--- src/rtl/com_pkg.sv ---
// Shared types and helpers for the COM stream transmitter.
package com_pkg;

   // Serialiser FSM states
   typedef enum logic [1:0] {
      IDLE = 2'd0,
      LOW  = 2'd1,
      HIGH = 2'd2
   } com_state_e;

   // Width of the optional dropped-word counter
   localparam int DROP_CNT_W = 8;

   // Number of OUT_W beats in one DATA_W word
   function automatic int beats(input int data_w, input int out_w);
      return data_w / out_w;
   endfunction

endpackage

--- src/rtl/com_fifo.sv ---
// Synchronous FIFO, first-word fall-through on dout_o.
// A pop on a full FIFO frees the slot first, so a same-cycle push is accepted.
module com_fifo #(
   parameter  int WIDTH = 32,
   parameter  int DEPTH = 8,
   localparam int AW    = $clog2(DEPTH)
) (
   input  logic             clk,
   input  logic             reset,
   input  logic             push_i,
   input  logic             pop_i,
   input  logic [WIDTH-1:0] din_i,
   output logic [WIDTH-1:0] dout_o,
   output logic             full_o,
   output logic             empty_o,
   output logic [AW:0]      count_o
);

   logic [WIDTH-1:0] mem_q [DEPTH];
   logic [AW-1:0]    wr_ptr_q, rd_ptr_q;
   logic [AW:0]      count_q, count_d;
   logic             push_ok, pop_ok;

   assign empty_o = (count_q == '0);
   assign full_o  = (count_q == (AW+1)'(DEPTH));
   assign count_o = count_q;
   assign dout_o  = mem_q[rd_ptr_q];

   assign pop_ok  = pop_i && !empty_o;
   assign push_ok = push_i && (!full_o || pop_ok);

   // Occupancy update from accepted push/pop
   always_comb begin
      count_d = count_q;
      case ({push_ok, pop_ok})
         2'b10:   count_d = count_q + 1'b1;
         2'b01:   count_d = count_q - 1'b1;
         default: count_d = count_q;
      endcase
   end

   // Pointers wrap naturally at DEPTH (power of two)
   always_ff @(posedge clk) begin
      if (reset) begin
         wr_ptr_q <= '0;
         rd_ptr_q <= '0;
         count_q  <= '0;
      end else begin
         if (push_ok) wr_ptr_q <= wr_ptr_q + 1'b1;
         if (pop_ok)  rd_ptr_q <= rd_ptr_q + 1'b1;
         count_q <= count_d;
      end
   end

   // Storage array; contents are don't-care once pointers are flushed
   always_ff @(posedge clk) begin
      if (push_ok) mem_q[wr_ptr_q] <= din_i;
   end

endmodule

--- src/rtl/com_stream_tx.sv ---
// COM stream transmitter: captures COM-flagged memory reads into a FIFO and
// serialises each word as OUT_W-bit beats with a clk_out strobe.
// Optional feature macro: COM_DROP_COUNT_EN adds an 8-bit saturating DropCount.
module com_stream_tx
   import com_pkg::*;
#(
   parameter int DATA_W      = 32,
   parameter int OUT_W       = 8,
   parameter int DEPTH       = 8,
   parameter int HALF_PERIOD = 2,
   parameter int MSB_FIRST   = 1
) (
   input  logic              clk,
   input  logic              reset,
   input  logic              MemtoReg,
   input  logic              COM,
   input  logic [DATA_W-1:0] ReadData,
   input  logic              OutReady,
   output logic              clk_out,
   output logic [OUT_W-1:0]  ReadDataOut,
   output logic              Busy,
   output logic              FifoFull,
`ifdef COM_DROP_COUNT_EN
   output logic [DROP_CNT_W-1:0] DropCount,
`endif
   output logic              Overflow
);

   localparam int BEATS = beats(DATA_W, OUT_W);
   localparam int AW    = $clog2(DEPTH);
   localparam int PW    = $clog2(HALF_PERIOD + 1);
   localparam int BW    = $clog2(BEATS + 1);

   com_state_e        state_q, state_d;
   logic [PW-1:0]     phase_q, phase_d;
   logic [BW-1:0]     beat_q, beat_d;
   logic [DATA_W-1:0] shreg_q, shreg_d;
   logic [OUT_W-1:0]  dout_q, dout_d;
   logic              overflow_q;

   logic              push_req, pop, drop, phase_done;
   logic [DATA_W-1:0] fifo_dout;
   logic              fifo_full, fifo_empty;
   logic [AW:0]       fifo_count;

   // Beat presented first from a word, according to ordering
   function automatic logic [OUT_W-1:0] first_beat(input logic [DATA_W-1:0] w);
      return (MSB_FIRST != 0) ? w[DATA_W-1 -: OUT_W] : w[OUT_W-1:0];
   endfunction

   // Word with the current front beat consumed
   function automatic logic [DATA_W-1:0] consume(input logic [DATA_W-1:0] w);
      return (MSB_FIRST != 0) ? (w << OUT_W) : (w >> OUT_W);
   endfunction

   assign push_req = COM && MemtoReg;
   assign drop     = push_req && fifo_full && !pop;

   com_fifo #(
      .WIDTH (DATA_W),
      .DEPTH (DEPTH)
   ) u_fifo (
      .clk     (clk),
      .reset   (reset),
      .push_i  (push_req),
      .pop_i   (pop),
      .din_i   (ReadData),
      .dout_o  (fifo_dout),
      .full_o  (fifo_full),
      .empty_o (fifo_empty),
      .count_o (fifo_count)
   );

   assign phase_done  = (phase_q == PW'(HALF_PERIOD - 1));
   assign clk_out     = (state_q == HIGH);
   assign Busy        = (state_q != IDLE);
   assign ReadDataOut = dout_q;
   assign FifoFull    = (fifo_count == (AW+1)'(DEPTH));
   assign Overflow    = overflow_q;

   // Serialiser next state: OutReady only consulted at word boundaries
   always_comb begin
      state_d = state_q;
      phase_d = phase_q;
      beat_d  = beat_q;
      shreg_d = shreg_q;
      dout_d  = dout_q;
      pop     = 1'b0;
      case (state_q)
         IDLE: begin
            if (!fifo_empty && OutReady) begin
               pop     = 1'b1;
               dout_d  = first_beat(fifo_dout);
               shreg_d = consume(fifo_dout);
               beat_d  = BW'(BEATS - 1);
               phase_d = '0;
               state_d = LOW;
            end
         end
         LOW: begin
            if (phase_done) begin
               phase_d = '0;
               state_d = HIGH;
            end else begin
               phase_d = phase_q + 1'b1;
            end
         end
         HIGH: begin
            if (phase_done) begin
               phase_d = '0;
               if (beat_q != '0) begin
                  dout_d  = first_beat(shreg_q);
                  shreg_d = consume(shreg_q);
                  beat_d  = beat_q - 1'b1;
                  state_d = LOW;
               end else if (!fifo_empty && OutReady) begin
                  pop     = 1'b1;
                  dout_d  = first_beat(fifo_dout);
                  shreg_d = consume(fifo_dout);
                  beat_d  = BW'(BEATS - 1);
                  state_d = LOW;
               end else begin
                  state_d = IDLE;
               end
            end else begin
               phase_d = phase_q + 1'b1;
            end
         end
         default: state_d = IDLE;
      endcase
   end

   // Serialiser and sticky overflow registers
   always_ff @(posedge clk) begin
      if (reset) begin
         state_q    <= IDLE;
         phase_q    <= '0;
         beat_q     <= '0;
         shreg_q    <= '0;
         dout_q     <= '0;
         overflow_q <= 1'b0;
      end else begin
         state_q <= state_d;
         phase_q <= phase_d;
         beat_q  <= beat_d;
         shreg_q <= shreg_d;
         dout_q  <= dout_d;
         if (drop) overflow_q <= 1'b1;
      end
   end

`ifdef COM_DROP_COUNT_EN
   logic [DROP_CNT_W-1:0] drop_cnt_q;

   // Saturating count of dropped words
   always_ff @(posedge clk) begin
      if (reset)
         drop_cnt_q <= '0;
      else if (drop && (drop_cnt_q != '1))
         drop_cnt_q <= drop_cnt_q + 1'b1;
   end

   assign DropCount = drop_cnt_q;
`endif

endmodule
--- config.mk ---
export PLATFORM = sky130hd
export DESIGN_NAME = com_stream_tx
export DESIGN_NICKNAME = d
export VERILOG_FILES = /design/src/rtl/com_pkg.sv /design/src/rtl/com_fifo.sv /design/src/rtl/com_stream_tx.sv
export SDC_FILE = /design/constraint.sdc
export NUM_CORES = 1
export LEC_CHECK = 0
export CAP_MARGIN = 20
export CORE_MARGIN = 4
export CORE_UTILIZATION = 55
export CTS_BUF_LIST = sky130_fd_sc_hd__clkbuf_8
export CTS_CLUSTER_DIAMETER = 60
export DETAILED_ROUTE_END_ITERATION = 8
export GPL_TIMING_DRIVEN = 0
export HOLD_SLACK_MARGIN = 0.06
export PLACE_DENSITY = 0.73
export SYNTH_ARGS = -nofsm -noshare
export SYNTH_HDL_FRONTEND = slang
export SYNTH_HIERARCHICAL = 1
export SYNTH_SLANG_ARGS = --single-unit
--- constraint.sdc ---
create_clock -name clk -period 6.6 [get_ports clk]
set_clock_uncertainty 0.1 [all_clocks]
set_input_delay 0.66 -clock clk [delete_from_list [all_inputs] [get_ports clk]]
set_output_delay 0.66 -clock clk [all_outputs]
set_load 0.02 [all_outputs]
==> impl_results.md <==
- Status: completed
- MaxCap Viol Count: 0
- Synth Area per Inst: 18.0 um^2
- Fin Hold WS: 0.361 ns
- GP Congestion: 0.846
- IO Pins: 49
- Initial antenna violation count: 0
- Final hold violation count: 0
- Worst setup EP type: flip-flop
- Synth top area share: around 60%
- # clock sinks: 317
- Worst skew pair latency: around 0.55 ns
- CTS resizes: 0
- Hold WC Path Type: flip-flop to flip-flop
- Final period utilization: 57.4%
- Worst EP required: just under 7 ns
- Post-place setup slack: 2.57 ns
- Root buffer cell: clkbuf_8
- Final Core Density: 65.8%
- First-pass GRT wire length: 41500 um
- Number of global-route vias before repair: 7141
- Worst Hold Launch: shreg_q[31]$_SDFFE_PP0P_
- Port Buffers: 48
- Fin nets: between 800 and 900
- Post-synth top flop: edfxtp_1
- Reg2reg start: u_fifo/count_o[1]$_SDFFE_PP0P_
- Final worst slack: 2.81 ns
- Max frequency: 264 MHz
- Initial core utilization: 56.3%
- Number of DRC markers in iteration 0: 612
- Sequential fraction of the synthesis area: 69.5%
- R2R depth: 12
- Avg WL per Cell: 22.7 um
- Max IR drop VDD: 0.207 mV
- DRC Markers: 0
- Avg Vias per Cell: 5.90
- Aggregate global routing overflow: 0
- Asr flop ratio synth: 0%
- Relative slew margins: between 30% and 40%
- Power Density: 280 nW/um^2
- CP Launch Type: flip-flop
- Final wirelength: ~27000 um
- Post-CTS setup buffers: 0
- CTS tree: done
- Syn Inst Count: 711
- Worst hold endpoint: shreg_q[31]$_SDFFE_PP0P_
- Reg-to-reg setup timing slack: 2.81 ns
- CTS Hold Bufs: 0
- Leak pwr: 4.79 nW
- Least-Margin Pin Slew: 0.990 ns
- Largest cells by area after synthesis: edfxtp_1, mux4_2, dfxtp_1
- Max-slew violations: 0
- Warning count from the yosys run: 6
- RSZ-0062 raised after global routing: false
- Final setup TNS: 0 ns
- CORE AREA: 22800 um^2
- DP Cell Count: 1097
- GRT Util Overall: 21.0%
- Clk pin slew, worst setup/hold paths: 0.06 ns
- FF+latch count, synth: 317
- EDFF count, synth: roughly 260
- Vias: between 7000 and 8000
- Antenna-violating nets left: 0
- Final setup viols: 0
- RR Endpoint: u_fifo/count_o[3]$_SDFFE_PP0P_
- Final Non-Filler Cells: 1189
- Tmin final: about 3.8 ns
- Ratio of cells with drive above 1 in the final layout: around 28%
- Mapped cell area: 12800 um^2
- Worst Path Max Fanout: 10
- Die area: 25800 um^2
- Largest net degree at the start of global routing: 20
- Cts bufs inserted: 50
- Die Wd: 161 um
- Crit Path Category: flip-flop to flip-flop
- CTS Buffer Depth: 3
- Ant. Diodes: 0
- Hold path cells: 2
- Htree depth: 2
- Syn Nets: 760
- Netlist cell types: 48
- Yosys top cell by area: edfxtp_1
- FP Rows: 55
- Layout area overhead: 16.9%
- Die height: about 160 um
- Number of iterations in the first detailed-routing pass: 5
- Final HPWL DP: 17900 um
- Arr. time, crit path: 4.13 ns
==> sequential cells by signal, summed over array words and instances, names as in the netlist, named ones only <==
signal           cells
Overflow             1
u_fifo/mem_q       256
u_fifo/count_o       4
u_fifo/rd_ptr_q      3
ReadDataOut          8
state_q              2
beat_q               3
u_fifo/wr_ptr_q      3
phase_q              2
shreg_q             32
==> metal layers <==
metal  track usage, %  wire length [um]
met1             30.1             11800
met2             33.4             12900
met3             4.49              1750
met4             5.44               473
met5                0                 0
==> worst max path at each step <==
stage,start,end,slack (ns),cells past startpoint
2_1_floorplan,state_q[0]$_SDFFE_PP0P_,u_fifo/mem_q[0][0]$_DFFE_PP_,1.22,8
3_3_place_gp,OutReady,u_fifo/mem_q[0][18]$_DFFE_PP_,-2.66,7
3_5_place_dp,OutReady,u_fifo/count_o[3]$_SDFFE_PP0P_,2.57,11
4_1_cts,u_fifo/count_o[1]$_SDFFE_PP0P_,u_fifo/count_o[3]$_SDFFE_PP0P_,2.82,12
5_1_grt,u_fifo/count_o[1]$_SDFFE_PP0P_,u_fifo/count_o[3]$_SDFFE_PP0P_,2.62,13
6_report,u_fifo/count_o[1]$_SDFFE_PP0P_,u_fifo/count_o[3]$_SDFFE_PP0P_,2.81,12
==> cell type report <==
cell class,count,area [um^2]
fillers,1542,7790
plain buffers,48,240
well taps,313,392
inverters,41,154
clock inverters,39,216
clock buffers,53,729
repair buffers,73,785
multi-input cells,305,3560
flip-flops and latches,317,8910
==> logic make-up (layout without fill, tap and decap cells) <==
family | count (synthesis) | after routing | synth area share, %
AO/OA/AOI/OAI | 124 | 124 | 8.56
adder cells (fa/ha/maj) | 12 | 12 | 1.17
multiplexers | 103 | 103 | 14.6
AND/OR/NAND/NOR | 59 | 59 | 2.58
XOR/XNOR | 7 | 7 | 0.478
buffers and inverters | 89 | 254 | 3.07
flip-flops | 317 | 317 | 69.5
==> worst max-delay path, stage by stage, from the launching register on <==
cell and delay (ns):
dfxtp_1 0.32, buf_6 0.13, nor4_1 0.37, nand2b_1 0.27, buf_2 0.28, buf_2 0.28, nor2_1 0.14, o21ai_4 0.36
ha_1 0.34, nand2_1 0.10, mux2_2 0.27, o41ai_1 0.33, mux2_2 0.38
==> power by group <==
group | internal (mW) | switching (mW) | total, mW
clock | 0.822 | 0.729 | 1.55
combinational | 0.173 | 0.230 | 0.403
sequential | 2.21 | 0.0271 | 2.24
==> Yosys cell counts, types with 2 or more instances <==
master and instances:
xor2_1 5, buf_2 15, xnor2_1 2, a221oi_2 28, edfxtp_1 256, nor3b_1 9, a221oi_1 4, inv_1 41
clkbuf_1 25, buf_1 2, nor3_1 7, a21oi_1 9, ha_1 12, mux2i_1 4, mux2_2 35, o211ai_1 2
dfxtp_1 61, nor2b_1 3, a21o_1 2, nor4b_1 2, nand2_1 6, a211o_1 32, nand2b_1 5, o21ai_0 35
buf_6 5, nor4_1 3, mux4_2 64, nor2_1 17
==> metrics by stage <==
step,power [mW],area (um^2)
after floorplan,2.54,12800
after global placement,2.66,13700
after detailed placement,2.68,14000
after CTS,4.22,15000
after global routing,4.36,15000
final,4.19,15000
==> cell usage in the layout, fill, tap and decap left out, drive strengths merged, types with 5 or more instances in the layout <==
cell type / count
nor3b: 9
clkbuf: 78
nand2b: 5
nor3: 7
buf: 48
clkdlybuf4s50: 48
a221oi: 32
a21oi: 9
inv: 56
o21ai: 37
mux4: 64
nand2: 7
edfxtp: 256
nor2: 17
clkinv: 19
a211o: 32
xor2: 5
mux2: 35
ha: 12
dfxtp: 61
(Power assumes the default switching activity.)
